==> src/rtl/sipo_pkg.sv <==
// sipo_pkg: shared defaults and sizing helper for the serial-in/parallel-out deserialiser.
package sipo_pkg;
  localparam int WIDTH_DEF = 8;
  localparam bit MSB_FIRST_DEF = 1'b1;
  function automatic int cnt_w(input int width);
    return ($clog2(width) > 1) ? $clog2(width) : 1;
  endfunction
endpackage

==> src/rtl/sipo_deser.sv <==
// sipo_deser: parametrised serial-in/parallel-out deserialiser with valid/ready output and sticky overrun.
module sipo_deser
  import sipo_pkg::*;
#(
  parameter int WIDTH     = WIDTH_DEF,
  parameter bit MSB_FIRST = MSB_FIRST_DEF
) (
  input  logic                      clk,
  input  logic                      rst,
  input  logic                      clr,
  input  logic                      serial_in,
  input  logic                      shift_en,
  output logic [WIDTH-1:0]          parallel_out,
  output logic                      out_valid,
  input  logic                      out_ready,
  output logic [cnt_w(WIDTH)-1:0]   bit_cnt,
  output logic                      overrun
);
  localparam int CW = cnt_w(WIDTH);
  logic [WIDTH-1:0] r_sreg, r_pout, w_shifted;
  logic [CW-1:0]    r_cnt;
  logic             r_valid, r_ovr, w_done, w_accept;
  generate
    if (MSB_FIRST) begin : g_msb
      assign w_shifted = {r_sreg[WIDTH-2:0], serial_in};
    end else begin : g_lsb
      assign w_shifted = {serial_in, r_sreg[WIDTH-1:1]};
    end
  endgenerate
  assign w_done   = shift_en && (r_cnt == CW'(WIDTH - 1));
  // A completing word may replace one that is being consumed in the same cycle.
  assign w_accept = w_done && (!r_valid || out_ready);
  always_ff @(posedge clk or negedge rst) begin
    if (!rst) begin
      r_sreg  <= '0;
      r_cnt   <= '0;
      r_pout  <= '0;
      r_valid <= 1'b0;
      r_ovr   <= 1'b0;
    end else if (clr) begin
      r_sreg  <= '0;
      r_cnt   <= '0;
      r_pout  <= '0;
      r_valid <= 1'b0;
      r_ovr   <= 1'b0;
    end else begin
      if (shift_en) begin
        r_sreg <= w_shifted;
        r_cnt  <= w_done ? '0 : r_cnt + CW'(1);
      end
      if (w_accept) begin
        r_pout  <= w_shifted;
        r_valid <= 1'b1;
      end else if (w_done) begin
        r_ovr <= 1'b1;
      end else if (r_valid && out_ready) begin
        r_valid <= 1'b0;
      end
    end
  end
  assign parallel_out = r_pout;
  assign out_valid    = r_valid;
  assign bit_cnt      = r_cnt;
  assign overrun      = r_ovr;
endmodule

==> config.mk <==
export PLATFORM = sky130hd
export DESIGN_NAME = sipo_deser
export DESIGN_NICKNAME = d
export VERILOG_FILES = /design/src/rtl/sipo_pkg.sv /design/src/rtl/sipo_deser.sv
export SDC_FILE = /design/constraint.sdc
export NUM_CORES = 1
export LEC_CHECK = 0
export BUFFER_PORTS_ARGS = -buffer_cell sky130_fd_sc_hd__buf_2
export CORE_AREA = 2 2 59 61
export CTS_CLUSTER_DIAMETER = 200
export DETAILED_ROUTE_END_ITERATION = 7
export DIE_AREA = 0 0 61 63
export PLACE_DENSITY_LB_ADDON = 0.08
export REMOVE_ABC_BUFFERS = 1
export SYNTH_ARGS = -nofsm -noshare
export SYNTH_HDL_FRONTEND = slang
export SYNTH_SLANG_ARGS = --single-unit
==> constraint.sdc <==
create_clock -name clk -period 3.8 [get_ports clk]
set_input_delay 0.38 -clock clk [delete_from_list [all_inputs] [get_ports clk]]
set_output_delay 0.38 -clock clk [all_outputs]
set_load 0.01 [all_outputs]
==> qor.txt <==
Vias after detailed routing: 607
Clock edge transition at the registers on the reported setup and hold paths: 120 ps
Worst path slowest cell: dfrtp_1
TritonCTS Buffers: 3
Post-synth EDFFs: 0
Top area cells in the synthesized netlist: dfrtp_1 (54%), mux2i_1 (17%), nand2b_1 (11%), nor2_1 (4.4%), ha_1 (2.7%)
Die H: 63 µm
Total Die Area: 3840 µm²
Tot Pwr: 0.372 mW
HP Class: in2async
Worst slew pin tran: 459 ps
Synth Flop Type: dfrtp_1
Starting Density: 0.289
Gates resized, CTS repair: 0
First-pass GRT wire length: 2790 µm
R2R depth: 5
Root Buffer: clkbuf_4
CTS tree: yes
Core Rows: 21
Yosys warnings: 0
HPWL Detailed: 1130 µm
Max Root-Sink Buffers: 2
Gr ovfl total: 0
R2r setup slk: 2360 ps
Post-synthesis cell area: 933 µm²
Drt pass-1 iters: 4
Clock Sinks: 20
Synth cell count leaders: dfrtp_1 (20), mux2i_1 (16), nand2b_1 (16), nor2_1 (11)
FF+latch count, synth: 20
Seq/Total Area, Yosys: 0.536
Gp weighted congestion: 0.669
Synth top area share: 0.536
Total wire length: 1690 µm
Clock Skew: 6.31 ps
F_max: 0.693 GHz
RSZ-0062 raised after global routing: false
CP Cell Sequence: ha_1 > ha_1 > nand2_2 > nor2_8 > mux2i_1
VDD IR max: 0.146 mV
Fin worst setup slack: 2360 ps
Yosys cell types: 16
Cells after synthesis: 80
Most Frequent Cell on Critical Path: ha_1
Share of cells above drive strength 1: 0.255
Core Box Area: 3230 µm²
Nets@finish: 107
Setup Viol. Count Final: 0
Fin Setup TNS: 0 ps
Power per cell area: 341 nW/µm²
Hold Vio Cnt, Final: 0
Final Slew Violations: 0
Worst setup SP type: flip-flop
Vias in the first global route: 594
DR iter-0 viols: 17
IO Count: 19
Max-slew headroom: 0.694
Post-Route Utilization: 0.338
Mean Syn Cell Area: 11.7 µm²
Leakage: 0.533 nW
GRT Overall Usage: 0.0987
Vias per cell: 4.22
RR Startpoint: bit_cnt[0]$_DFFE_PN0P_
R2R Path End: parallel_out[4]$_DFFE_PN0P_
Post-route ant nets: 0
Crit path max fanout: 8
Avg WL per Cell: 11.7 µm
Initial antenna violation count: 0
Outcome: finished, final reports clean
Endpoint class of the critical path: flip-flop
ANT cells: 0
Pre-CTS setup slack: 2370 ps
CTS H-tree lvls: 1
Period minus WS final: 1440 ps
Max-Cap Viols: 0
Setup bufs post-CTS: 0
Largest net degree at the start of global routing: 29
Critical path class: reg2reg
Worst hold slack: 4.27 ps
Worst path required time: 4030 ps
Die W: 61 µm
Crit share post-route: 0.379
Largest stage delay, worst path: 410 ps
Cell taking the most area after synthesis: dfrtp_1
Ys async rst share: 1.00
Top-count cell post-synth: dfrtp_1
CP arrival: 1670 ps
Port Buf Inserts: 18
Clk Latency, worst-skew pair: 300 ps
P&R area growth vs syn: 16.9%
Filler instances: 336
Residual DRC: 0
Cts hold-fix bufs: 0
-- layer usage --
| layer | vias to the layer above | share of wire | track usage | wire length [µm] |
|---|---|---|---|---|
| li1 | 298 | - | - | - |
| met1 | 293 | 0.50 | 0.132 | 841 |
| met2 | 12 | 0.44 | 0.145 | 745 |
| met3 | 4 | 0.044 | 0.0186 | 74 |
| met4 | 0 | 0.017 | 0.0571 | 29 |
| met5 | - | 0 | 0 | 0 |
-- cell families (layout without fill, tap and decap cells) --
family,Yosys count,count (layout),share of synthesized area
AOI/OAI and AO/OA,4,4,0.0228
adders and majority gates,2,2,0.0268
buffers and inverters,5,23,0.0322
DFF,20,20,0.536
muxes,16,16,0.172
and+or+nand+nor,33,33,0.210
-- stage by stage --
| stage | instances | cell area [µm²] |
|---|---|---|
| after floorplan | 76 | 907 |
| after global placement | 140 | 1050 |
| after detailed placement | 140 | 1050 |
| after CTS | 144 | 1090 |
| after global routing | 144 | 1090 |
| final | 144 | 1090 |
-- cells in the final DEF, fill, tap and decap left out, types with 2 or more instances in the layout --
| cell | n |
|---|---|
| a21oi_1 | 3 |
| nor2_1 | 11 |
| buf_2 | 18 |
| mux2i_1 | 16 |
| clkbuf_4 | 3 |
| ha_1 | 2 |
| dfrtp_1 | 20 |
| nand2b_1 | 16 |
-- worst max-delay path by stage --
| stage | start | endpoint | slack (ps) | cells after the start |
|---|---|---|---|---|
| finish | bit_cnt[0]$_DFFE_PN0P_ | parallel_out[4]$_DFFE_PN0P_ | 2360 | 5 |
| CTS | bit_cnt[0]$_DFFE_PN0P_ | parallel_out[4]$_DFFE_PN0P_ | 2340 | 5 |
| global route | bit_cnt[0]$_DFFE_PN0P_ | parallel_out[4]$_DFFE_PN0P_ | 2260 | 5 |
| detailed placement | bit_cnt[0]$_DFFE_PN0P_ | parallel_out[4]$_DFFE_PN0P_ | 2370 | 5 |
| global placement | bit_cnt[0]$_DFFE_PN0P_ | parallel_out[1]$_DFFE_PN0P_ | 2440 | 5 |
| floorplan | bit_cnt[0]$_DFFE_PN0P_ | parallel_out[0]$_DFFE_PN0P_ | 2490 | 5 |
-- worst max-delay path: cells and delay by family, from the launching register on --
kind	cells	cell delay [ps]
DFF	1	410
muxes	1	220
and+or+nand+nor	2	320
adders and majority gates	2	410
-- area by class of cell --
type / count / area [µm²] / area share
multi-input cells: 55 / 403 / 0.369
flip-flops and latches: 20 / 500 / 0.459
repair buffers: 18 / 90.1 / 0.0826
well taps: 46 / 57.6 / 0.0528
clock buffers: 4 / 36.3 / 0.0333
inverters: 1 / 3.75 / 0.00344
-- registers in the layout (all words and copies together), names as in the netlist --
register	count
parallel_out	8
bit_cnt	3
out_valid	1
overrun	1
r_sreg	7
-- power by group --
group	total, mW	internal [mW]	switching, mW
clock	0.127	0.0585	0.0690
combinational	0.0261	0.0105	0.0156
sequential	0.218	0.216	0.00247
total	0.372	0.285	0.0871
Note: power is estimated with default switching activity, not from simulation.
